$ cat config.mk
export PLATFORM = sky130hd
export DESIGN_NAME = freeze_recovery_gate
export DESIGN_NICKNAME = d
export VERILOG_FILES = /design/src/rtl/freeze_recovery_gate.sv
export SDC_FILE = /design/constraint.sdc
export NUM_CORES = 1
export LEC_CHECK = 0
export ABC_AREA = 1
export BUFFER_PORTS_ARGS = -buffer_cell sky130_fd_sc_hd__buf_2
export CAP_MARGIN = 5
export CORE_MARGIN = 4
export CORE_UTILIZATION = 55
export CTS_BUF_LIST = sky130_fd_sc_hd__clkbuf_8
export CTS_CLUSTER_DIAMETER = 60
export DETAILED_ROUTE_END_ITERATION = 12
export PLACE_DENSITY = 0.74
export SLEW_MARGIN = 20
export SYNTH_ARGS = -nofsm -noshare
export SYNTH_HDL_FRONTEND = slang
export SYNTH_SLANG_ARGS = --single-unit
$ cat constraint.sdc
create_clock -name clk -period 9.3 [get_ports clk]
set_input_delay 0.465 -clock clk [delete_from_list [all_inputs] [get_ports clk]]
set_output_delay 0.465 -clock clk [all_outputs]
set_load 0.01 [all_outputs]
$ cat src/rtl/freeze_recovery_gate.sv
// Artifact gate: holds the last clean sample while freeze is flagged, then ramps
// linearly from the held anchor back to live input over 2^RAMP_SHIFT samples.
module freeze_recovery_gate #(
   parameter int WIDTH      = 16,
   parameter int RAMP_SHIFT = 6
) (
   input  logic                    clk,
   input  logic                    rst_n,
   input  logic                    freeze,
   input  logic                    in_valid,
   input  logic signed [WIDTH-1:0] in_sample,
   output logic                    in_ready,
   output logic                    out_valid,
   output logic signed [WIDTH-1:0] out_sample,
   input  logic                    out_ready,
   output logic [1:0]              state,
   output logic [15:0]             freeze_events,
   output logic [15:0]             blanked_count
);

   typedef enum logic [1:0] {
      PASS = 2'd0,
      HOLD = 2'd1,
      RAMP = 2'd2
   } state_t;

   localparam int PW = WIDTH + RAMP_SHIFT + 2;
   localparam logic [RAMP_SHIFT-1:0] K_ONE  = RAMP_SHIFT'(1);
   localparam logic [RAMP_SHIFT-1:0] K_LAST = '1;

   state_t cur, nxt;

   logic                    xfer;
   logic signed [WIDTH-1:0] anchor, anchor_nxt, emit, blend;
   logic [RAMP_SHIFT-1:0]   k, k_nxt, blend_k;
   logic signed [WIDTH:0]   diff;
   logic signed [PW-1:0]    prod, shifted, sum;
   logic                    ev_inc, bl_inc;

   assign in_ready = !out_valid || out_ready;
   assign xfer     = in_valid && in_ready;
   assign state    = cur;

   // The HOLD->RAMP transfer already emits the k=1 blend, so k is forced there.
   assign blend_k = (cur == HOLD) ? K_ONE : k;

   always_comb begin
      diff    = $signed({in_sample[WIDTH-1], in_sample}) - $signed({anchor[WIDTH-1], anchor});
      prod    = $signed({{(PW-WIDTH-1){diff[WIDTH]}}, diff}) *
                $signed({{(PW-RAMP_SHIFT){1'b0}}, blend_k});
      shifted = prod >>> RAMP_SHIFT;
      sum     = $signed({{(PW-WIDTH){anchor[WIDTH-1]}}, anchor}) + shifted;
      if (sum[PW-1:WIDTH-1] == '0 || sum[PW-1:WIDTH-1] == '1)
         blend = sum[WIDTH-1:0];
      else if (sum[PW-1])
         blend = {1'b1, {(WIDTH-1){1'b0}}};
      else
         blend = {1'b0, {(WIDTH-1){1'b1}}};
   end

   always_ff @(posedge clk or negedge rst_n) begin
      if (!rst_n) cur <= PASS;
      else        cur <= nxt;
   end

   always_comb begin
      nxt = cur;
      if (xfer) begin
         case (cur)
            PASS:    if (freeze) nxt = HOLD;
            HOLD:    if (!freeze) nxt = (RAMP_SHIFT == 1) ? PASS : RAMP;
            RAMP:    if (freeze) nxt = HOLD;
                     else if (k == K_LAST) nxt = PASS;
            default: nxt = PASS;
         endcase
      end
   end

   always_comb begin
      emit       = out_sample;
      anchor_nxt = anchor;
      k_nxt      = k;
      ev_inc     = 1'b0;
      bl_inc     = 1'b0;
      case (cur)
         PASS: begin
            if (freeze) begin
               emit   = anchor;
               ev_inc = 1'b1;
               bl_inc = 1'b1;
            end else begin
               emit       = in_sample;
               anchor_nxt = in_sample;
            end
         end
         HOLD: begin
            if (freeze) begin
               emit   = anchor;
               bl_inc = 1'b1;
            end else begin
               emit  = blend;
               k_nxt = (RAMP_SHIFT == 1) ? '0 : K_ONE + K_ONE;
            end
         end
         RAMP: begin
            if (freeze) begin
               // Re-freeze mid-ramp: the last emitted blend becomes the new anchor.
               emit       = out_sample;
               anchor_nxt = out_sample;
               k_nxt      = '0;
               ev_inc     = 1'b1;
               bl_inc     = 1'b1;
            end else begin
               emit  = blend;
               k_nxt = (k == K_LAST) ? '0 : k + K_ONE;
            end
         end
         default: begin
            emit = out_sample;
         end
      endcase
   end

   always_ff @(posedge clk or negedge rst_n) begin
      if (!rst_n) begin
         out_valid     <= 1'b0;
         out_sample    <= '0;
         anchor        <= '0;
         k             <= '0;
         freeze_events <= '0;
         blanked_count <= '0;
      end else if (xfer) begin
         out_valid  <= 1'b1;
         out_sample <= emit;
         anchor     <= anchor_nxt;
         k          <= k_nxt;
         if (ev_inc && freeze_events != '1) freeze_events <= freeze_events + 16'd1;
         if (bl_inc && blanked_count != '1) blanked_count <= blanked_count + 16'd1;
      end else if (out_ready) begin
         out_valid <= 1'b0;
      end
   end

endmodule

==> flow_summary_export.csv, run 1 <==
group,metric,value,unit
run_status,status,"completed",
synth,postSynthAreaPerCell,7.217,µm²
sta,final.setup.tns,0,ps
clock_network,path_clk_slew,90,ps
critical_path,critical-path-top-delay-family,"adder cells",
synth,synth.area.top_cells,"sky130_fd_sc_hd__dfrtp_1 (19%), sky130_fd_sc_hd__fa_1 (15%), sky130_fd_sc_hd__ha_1 (11%), sky130_fd_sc_hd__nand2_1 (11%), sky130_fd_sc_hd__inv_1 (8.3%)",
sta,finalHoldViolCount,0,
layout,share_of_final_layout_standard_cells_stronger_than_drive_strength_1,0.1170,
sta,grt_setup_unrepaired,"false",
synth,largest_family_of_logic_cells_by_synthesized_area,"simple AND/OR/NAND/NOR gates",
synth,synth_top_area_cell,"sky130_fd_sc_hd__dfrtp_1",
clock_network,cts_resized,0,
floorplan,start_util,0.5642,
synth,synth.distinct_cells,52,
critical_path,worst_path_most_repeated_cell,"sky130_fd_sc_hd__nand2_1",
synth,synth_flop_cell,"sky130_fd_sc_hd__dfrtp_1",
clock_network,clk_path_buf_depth,2,
synth,sequential_area_share_after_synthesis,0.1865,
floorplan,floorplan.die_area,20010,µm²
flow_run,max_cap_violations,0,
clock_network,cts_sinks,73,
synth,yosys-mux-area-fraction,0,
sta,fin_worst_skew,18.02,ps
clock_network,post_cts_hold_buffer_count,0,
clock_network,clock_latency,370,ps
sta,worst_slack,717.4,ps
sta,worst_pin_slew,951.9,ps
synth,synth_nets,1538,
global_route,number_of_antenna_violations_at_the_first_check_in_global_routing,0,
global_route,grt.overflow.total,0,
floorplan,num_io_pins,73,
synth,synthSimpleGateAreaFrac,0.2614,
critical_path,cp_data_required_time,9590,ps
critical_path,worst_path_max_delay_cell,"sky130_fd_sc_hd__fa_1",
place,place.port_buffers,72,
hold_path,kind_of_path_behind_the_tightest_hold_check,"in2async",
critical_path,max_stage_delay,570,ps
routing,drtAntennaViolNets,0,
place,place_hpwl,19980,µm
routing,routedWlPerCell,15.17,µm
clock_network,cts.root.buffer_cell,"sky130_fd_sc_hd__clkbuf_8",
synth,ys.warnings.count,0,
global_route,largest_net_degree_at_the_start_of_global_routing,74,
clock_network,cts_max_level,3,
critical_path,critPathMaxFanout,15,
synth,ys_ff_latch,73,
clock_network,cts_setup_buffers,0,
critical_path,setup.worst_path.class,"reg2reg",
sta,worst_slew_margin_relative_to_its_limit,0.3654,
sta,final-setup-viol-count,0,
synth,mappedNetlistArea,9793,µm²
layout,areaGrowthSynthToFinish,6.784,%
layout,final_net_count,1595,
floorplan,die_w,141.4,µm
layout,layout.filler_cells,1585,
routing,drt_iter0_markers,680,
clock_network,cts-buffers-inserted,9,
routing,via_count,8890,
critical_path,crit_path_end_kind,"flip-flop",
synth,netlist.area_leader.share,0.1865,
layout,highest_count_cells_in_the_layout_ignoring_fill_and_taps,"sky130_fd_sc_hd__nand2_1 (279), sky130_fd_sc_hd__inv_1 (216), sky130_fd_sc_hd__nor2_1 (166)",
layout,most_common_cell_after_layout_fill_and_taps_aside,"sky130_fd_sc_hd__nand2_1",
sta,layout_min_cycle_time,8583,ps
floorplan,die_height,141.4,µm
clock_network,cts_tree,"done",
synth,synth-adder-area-share,0.2596,
critical_path,critPathBufInv,5,
sta,clock.fmax,116.5,MHz
place,detailedPlace.worstSlack,715.4,ps
synth,xor_xnor_portion_of_the_synthesized_cell_area,0.06618,
routing,detail_route.wirelength,24950,µm
routing,firstDrtPassIters,6,
global_route,grt_first_pass_wirelength,42320,µm
critical_path,critPathLaunchType,"flip-flop",
synth,synth_compound_gate_area_share,0.1200,
synth,number_of_flops_mapped_to_enable_cells_by_yosys,0,
floorplan,number_of_rows_in_the_core_area,48,
place,gp_congestion,0.9802,
global_route,first_global_vias,8376,
critical_path,cp.arrival,8880,ps
synth,async_reset_ff_frac,1.000,
global_route,track_usage,0.2566,
floorplan,placeableCoreArea,17360,µm²
sta,timing.final.max_slew_violations,0,
routing,post_drt_via_cell_ratio,5.408,
synth,netlist_instances,1357,
layout,antenna_cells_inserted,0,
sta,final_min_period_over_clock_period,0.9229,
routing,remaining_drc_errors,0,
stage by stage:
step	area [µm²]	util	hold slack (ps)	std cells
after floorplan	9793	-	169.4	1357
after global placement	10280	0.5923	480.9	1628
after detailed placement	10280	0.5923	486.2	1628
after CTS	10460	0.6025	281.1	1644
after global routing	10460	0.6025	321.0	1644
final	10460	0.6025	235.6	1644
cells by family (layout without fill, tap and decap cells):
family	count (synthesis)	after routing
compound gates	198	198
xor+xnor	74	74
fa+ha+maj	160	160
buf+inv	255	317
flops	73	73
simple gates	597	597
per-layer routing:
layer,up-vias,share of wire,GRT usage
met4,0,0.013,0.04495
li1,4412,-,-
met5,-,0,0
met2,308,0.45,0.4111
met3,28,0.071,0.03910
met1,4142,0.46,0.3747
sequential cells by signal (all words and copies together), names as in the netlist:
register       count
blanked_count     16
anchor            16
out_valid          1
state              2
k                  6
freeze_events     16
out_sample        16
layout make-up:
class	instances	area, µm²	share of cell area
tap	225	281.5	0.02692
inverter	225	844.6	0.08076
sequential	73	1827	0.1747
clock inverter	7	53.80	0.005145
multi-input combinational	1029	6934	0.6631
timing repair buffer	76	392.9	0.03757
clock buffer	9	123.9	0.01184
final timing paths:
check	start	endpoint	slack, ps	cells past startpoint
max	anchor[0]	out_sample[0]	720	39
min	rst_n	blanked_count[7]	240	1
max reg2reg	anchor[0]	out_sample[0]	720	39
min reg2reg	freeze_events[11]	freeze_events[11]	500	1
max in group asynchronous	rst_n	k[3]	8430	1
min in group clk	out_ready	out_valid	420	4
synth_stat cells (2+ instances only):
cell type	count
sky130_fd_sc_hd__nand3_2	6
sky130_fd_sc_hd__dfrtp_1	73
sky130_fd_sc_hd__nand3_1	74
sky130_fd_sc_hd__o21bai_1	6
sky130_fd_sc_hd__clkinv_1	2
sky130_fd_sc_hd__clkbuf_1	17
sky130_fd_sc_hd__clkbuf_8	2
sky130_fd_sc_hd__nor2_1	166
sky130_fd_sc_hd__or2_2	4
sky130_fd_sc_hd__fa_1	72
sky130_fd_sc_hd__dlygate4sd1_1	3
sky130_fd_sc_hd__xnor2_1	26
sky130_fd_sc_hd__o21ai_0	53
sky130_fd_sc_hd__nor2_2	10
sky130_fd_sc_hd__inv_1	216
sky130_fd_sc_hd__nand4_1	9
sky130_fd_sc_hd__buf_6	2
sky130_fd_sc_hd__a31oi_1	4
sky130_fd_sc_hd__o21ai_1	4
sky130_fd_sc_hd__a21oi_2	15
sky130_fd_sc_hd__a21boi_1	2
sky130_fd_sc_hd__o21ai_2	4
sky130_fd_sc_hd__buf_2	2
sky130_fd_sc_hd__nor3_1	15
sky130_fd_sc_hd__xor2_1	48
sky130_fd_sc_hd__nand2_2	19
sky130_fd_sc_hd__nor4_1	4
sky130_fd_sc_hd__o211ai_1	17
sky130_fd_sc_hd__a211oi_1	3
sky130_fd_sc_hd__inv_2	7
sky130_fd_sc_hd__and2_1	2
sky130_fd_sc_hd__or2_1	2
sky130_fd_sc_hd__o31ai_1	2
sky130_fd_sc_hd__and3_1	2
sky130_fd_sc_hd__ha_1	88
sky130_fd_sc_hd__nand2_1	279
sky130_fd_sc_hd__a21o_1	3
sky130_fd_sc_hd__a21oi_1	80
Power of run 1 is not shown: default switching activity piles up to over one toggle a cycle in this logic, so the estimate is an artifact.
==> run 2: changes to the inputs <==
--- a/config.mk
+++ b/config.mk
@@ -14,6 +14,7 @@
 export CTS_CLUSTER_DIAMETER = 60
 export DETAILED_ROUTE_END_ITERATION = 12
 export PLACE_DENSITY = 0.74
+export REMOVE_ABC_BUFFERS = 1
 export SLEW_MARGIN = 20
 export SYNTH_ARGS = -nofsm -noshare
 export SYNTH_HDL_FRONTEND = slang
==> run 2 against run 1 <==
  * Design area up 0.41%
  * Setup slack better by 270 ps
  * Flip-flop and latch count unchanged
  * Critical path depth unchanged
  * Cell count about the same
  * Clock-buffer cell count up 1
  * Worst hold slack better by 29 ps
  * Via count down 0.38%
  * Die area unchanged
==> flow_summary_export.csv, run 2 (synthesis gave the netlist of run 1 again) <==
group,metric,value,unit
run_status,status,"completed",
floorplan,placeableCoreArea,17360,µm²
layout,share_of_final_layout_standard_cells_stronger_than_drive_strength_1,0.1176,
sta,final.setup.tns,0,ps
layout,final_net_count,1596,
critical_path,worst_path_max_delay_cell,"sky130_fd_sc_hd__fa_1",
clock_network,cts_sinks,73,
routing,remaining_drc_errors,0,
layout,antenna_cells_inserted,0,
floorplan,floorplan.die_area,20010,µm²
floorplan,die_height,141.4,µm
sta,grt_setup_unrepaired,"false",
floorplan,die_w,141.4,µm
clock_network,path_clk_slew,90,ps
sta,worst_slew_margin_relative_to_its_limit,0.3383,
clock_network,cts_resized,0,
routing,drt_iter0_markers,653,
layout,highest_count_cells_in_the_layout_ignoring_fill_and_taps,"sky130_fd_sc_hd__nand2_1 (279), sky130_fd_sc_hd__inv_1 (216), sky130_fd_sc_hd__nor2_1 (166)",
layout,final-seq-area,1827,µm²
global_route,track_usage,0.2567,
clock_network,post_cts_hold_buffer_count,0,
global_route,first_global_vias,8824,
hold_path,kind_of_path_behind_the_tightest_hold_check,"in2async",
global_route,largest_net_degree_at_the_start_of_global_routing,74,
clock_network,cts_tree,"done",
clock_network,cts.root.buffer_cell,"sky130_fd_sc_hd__clkbuf_8",
layout,multiInputGateArea,6934,µm²
flow_run,max_cap_violations,0,
routing,detail_route.wirelength,24770,µm
global_route,number_of_antenna_violations_at_the_first_check_in_global_routing,0,
floorplan,num_io_pins,73,
critical_path,max_stage_delay,570,ps
global_route,grt.overflow.total,0,
layout,finish.cell_count_without_fillers,1645,
clock_network,cts_setup_buffers,0,
layout,most_common_cell_after_layout_fill_and_taps_aside,"sky130_fd_sc_hd__nand2_1",
routing,post_drt_via_cell_ratio,5.384,
clock_network,clock_latency,360,ps
sta,layout_min_cycle_time,8308,ps
routing,via_count,8856,
sta,final-setup-viol-count,0,
critical_path,cp.arrival,8590,ps
routing,routedWlPerCell,15.06,µm
floorplan,start_util,0.5642,
sta,timing.final.max_slew_violations,0,
critical_path,setup.worst_path.class,"reg2reg",
sta,final_min_period_over_clock_period,0.8933,
layout,layout.filler_cells,1625,
place,dp_cells,1629,
critical_path,crit_path_end_kind,"flip-flop",
critical_path,critPathMaxFanout,15,
critical_path,worst_path_most_repeated_cell,"sky130_fd_sc_hd__nand2_1",
floorplan,number_of_rows_in_the_core_area,48,
sta,clock.fmax,120.4,MHz
clock_network,cts-buffers-inserted,9,
global_route,grt_first_pass_wirelength,42350,µm
place,place_hpwl,19490,µm
clock_network,cts_max_level,3,
place,gp_congestion,0.9652,
routing,drtAntennaViolNets,0,
routing,firstDrtPassIters,5,
critical_path,cp_data_required_time,9580,ps
sta,finalHoldViolCount,0,
sta,fin_worst_skew,10.07,ps
sta,worst_pin_slew,992.5,ps
clock_network,clk_path_buf_depth,2,
critical_path,critPathLaunchType,"flip-flop",
place,place.port_buffers,72,
layout,areaGrowthSynthToFinish,7.219,%
run 2: cell types whose count changed in the layout (fill, tap and decap cells not counted):
cell                         before  now
sky130_fd_sc_hd__inv_8            0    1
sky130_fd_sc_hd__bufinv_16        0    1
sky130_fd_sc_hd__clkbuf_8         9   10
sky130_fd_sc_hd__clkinvlp_4       3    1
sky130_fd_sc_hd__clkinv_2         1    0
sky130_fd_sc_hd__clkinv_4         1    2
sky130_fd_sc_hd__inv_6            2    1
sky130_fd_sc_hd__buf_4            5    6
run 2: critical path, delay by kind of cell, from the launching register on:
family / cells / cell delay, ps
xor gates and xnor gates: 1 / 250
AOI/OAI and AO/OA: 6 / 1060
DFF: 1 / 460
buffers and inverters: 5 / 290
adders and majority gates: 8 / 3550
and+or+nand+nor: 19 / 2590
run 2: worst paths after layout:
kind,to,start,depth (start not counted),slack (ps)
max,out_sample[12],anchor[0],39,990
min,out_sample[1],rst_n,1,260
max reg2reg,out_sample[12],anchor[0],39,990
min reg2reg,freeze_events[15],freeze_events[15],1,500
max in group asynchronous,blanked_count[2],rst_n,1,8400
min in group clk,out_valid,out_ready,4,380
run 2: stage by stage:
step                hold slack (ps)  area, µm²  setup WS, ps  utilization
floorplan                     169.4       9597          2090            -
global placement              477.4      10290          1051       0.5927
detailed placement            488.5      10290         960.4       0.5927
CTS                           304.2      10500          1042       0.6050
global route                  343.8      10500         353.7       0.6050
finish                        264.5      10500         992.2       0.6050
run 2: routing by layer:
metal	track usage	wire (µm)	share of wire
met4	0.07980	641	0.026
met5	0	0	0
met3	0.04719	1528	0.062
met1	0.3450	11070	0.45
met2	0.4234	11530	0.47
run 2: layout make-up:
| type | count | share of cell area |
|---|---|---|
| clock buffers | 10 | 0.01311 |
| clock inverters | 6 | 0.007150 |
| inverters | 225 | 0.08043 |
| multi-input cells | 1029 | 0.6604 |
| flip-flops and latches | 73 | 0.1740 |
| well taps | 225 | 0.02681 |
| repair buffers | 77 | 0.03813 |
Power of run 2 is left out for the same reason.
==> run 3: changes to the inputs <==
--- a/config.mk
+++ b/config.mk
@@ -13,7 +13,7 @@
 export CTS_BUF_LIST = sky130_fd_sc_hd__clkbuf_8
 export CTS_CLUSTER_DIAMETER = 60
 export DETAILED_ROUTE_END_ITERATION = 12
-export PLACE_DENSITY = 0.74
+export PLACE_DENSITY_LB_ADDON = 0.1
 export REMOVE_ABC_BUFFERS = 1
 export SLEW_MARGIN = 20
 export SYNTH_ARGS = -nofsm -noshare
==> run 3 against run 2 <==
  * Cell count barely moved
  * Clock-buffer cell count unchanged
  * Non-clock buffer count rose by 1
  * Global-route usage up 0.45 points
  * Critical path depth did not move
  * Via count barely moved
  * Utilization rose by 0.27 points
  * Wire length rose by 0.24%
  * Design area increased by 0.45%
  * Die area did not move
  * Fmax shrank 1.3%
  * Critical endpoint is now out_sample[13]
  * Highest routed layer unchanged
==> flow_summary_export.csv, run 3 (synthesis gave the netlist of run 1 again) <==
group,metric,value,unit
floorplan,die_height,141.4,µm
critical_path,critPathMaxFanout,15,
clock_network,cts_tree,"done",
sta,timing.final.max_slew_violations,0,
layout,antenna_cells_inserted,0,
global_route,grt_first_pass_wirelength,42770,µm
routing,drt_iter0_markers,512,
routing,post_drt_via_cell_ratio,5.382,
sta,finalHoldViolCount,0,
place,gp_congestion,0.9544,
floorplan,floorplan.die_area,20010,µm²
global_route,track_usage,0.2612,
routing,routedWlPerCell,15.09,µm
critical_path,critPathLaunchType,"flip-flop",
layout,utilization,0.6077,
clock_network,post_cts_hold_buffer_count,0,
clock_network,cts_sinks,73,
floorplan,placeableCoreArea,17360,µm²
clock_network,clk_path_buf_depth,2,
floorplan,number_of_rows_in_the_core_area,48,
clock_network,cts-buffers-inserted,9,
routing,firstDrtPassIters,7,
floorplan,num_io_pins,73,
layout,final_net_count,1597,
global_route,number_of_antenna_violations_at_the_first_check_in_global_routing,0,
routing,detail_route.wirelength,24830,µm
sta,final-setup-viol-count,0,
clock_network,cts_resized,0,
critical_path,worst_path_most_repeated_cell,"sky130_fd_sc_hd__nand2_1",
run_status,status,"completed",
sta,clock.fmax,118.8,MHz
clock_network,cts_setup_buffers,0,
clock_network,clock_latency,390,ps
floorplan,start_util,0.5642,
critical_path,crit_path_end_kind,"flip-flop",
clock_network,cts.root.buffer_cell,"sky130_fd_sc_hd__clkbuf_8",
critical_path,worst_path_max_delay_cell,"sky130_fd_sc_hd__fa_1",
sta,grt_setup_unrepaired,"false",
critical_path,max_stage_delay,580,ps
sta,final.setup.tns,0,ps
global_route,grt.overflow.total,0,
sta,worst_pin_slew,806.4,ps
place,place_hpwl,19640,µm
routing,drtAntennaViolNets,0,
clock_network,cts_max_level,3,
global_route,largest_net_degree_at_the_start_of_global_routing,74,
layout,most_common_cell_after_layout_fill_and_taps_aside,"sky130_fd_sc_hd__nand2_1",
critical_path,setup.worst_path.class,"reg2reg",
flow_run,max_cap_violations,0,
routing,remaining_drc_errors,0,
sta,final_min_period_over_clock_period,0.9049,
place,place.port_buffers,72,
floorplan,die_w,141.4,µm
critical_path,cp.arrival,8720,ps
layout,highest_count_cells_in_the_layout_ignoring_fill_and_taps,"sky130_fd_sc_hd__nand2_1 (279), sky130_fd_sc_hd__inv_1 (216), sky130_fd_sc_hd__nor2_1 (166)",
routing,via_count,8859,
critical_path,cp_data_required_time,9600,ps
global_route,first_global_vias,8881,
hold_path,kind_of_path_behind_the_tightest_hold_check,"in2async",
clock_network,path_clk_slew,80,ps
layout,share_of_final_layout_standard_cells_stronger_than_drive_strength_1,0.1182,
layout,areaGrowthSynthToFinish,7.704,%
sta,worst_slew_margin_relative_to_its_limit,0.4624,
sta,fin_worst_skew,15.12,ps
sta,layout_min_cycle_time,8416,ps
run 3: cell count changes in the layout (fill, tap and decap cells not counted), sizes merged:
cell / before / now
clkinvlp: 1 / 0
bufinv: 1 / 2
inv: 225 / 226
clkinv: 4 / 3
buf: 77 / 78
run 3: cell type report:
cell class / count / area, µm²
Fill cell: 1653 / 6809
Inverter: 225 / 844.6
Sequential cell: 73 / 1827
Tap cell: 225 / 281.5
Clock buffer: 10 / 137.6
Timing Repair Buffer: 78 / 427.9
Multi-Input combinational cell: 1029 / 6934
Clock inverter: 6 / 95.09
run 3: stage by stage:
stage          worst slack [ps]  hold slack (ps)  std cells  cell area (µm²)
2_1_floorplan              2090            169.4       1327             9597
3_3_place_gp              934.0            477.2       1629            10290
3_5_place_dp              837.9            485.7       1629            10290
4_1_cts                   931.1            269.8       1645            10520
5_1_grt                   315.4            41.94       1646            10550
6_report                  884.1            10.53       1646            10550
run 3: worst max-delay path: cells and delay by family (launching register included):
| family | cells | cell delay, ps |
|---|---|---|
| fa+ha+maj | 8 | 3570 |
| simple gates | 19 | 2680 |
| compound gates | 6 | 1060 |
| flops | 1 | 470 |
| buf+inv | 5 | 300 |
| xor+xnor | 1 | 230 |
run 3: layer usage:
metal | vias up | GRT usage | share of wire | routed length [µm]
met5 | - | 0 | 0 | 0
met4 | 0 | 0.05758 | 0.017 | 418
met3 | 33 | 0.05561 | 0.059 | 1454
met2 | 218 | 0.4419 | 0.47 | 11770
met1 | 4194 | 0.3466 | 0.45 | 11190
li1 | 4414 | - | - | -
run 3: worst paths after layout:
check                             startpoint                end  slack (ps)  depth (start not counted)
min in group clk                   out_ready          out_valid         370                          4
setup / recovery                   anchor[0]     out_sample[13]         880                         39
hold / removal                         rst_n          anchor[1]          10                          1
hold reg to reg            freeze_events[11]  freeze_events[11]         500                          1
max in group asynchronous              rst_n  freeze_events[10]        8710                          2
setup reg to reg                   anchor[0]     out_sample[13]         880                         39
Power of run 3 is left out for the same reason.
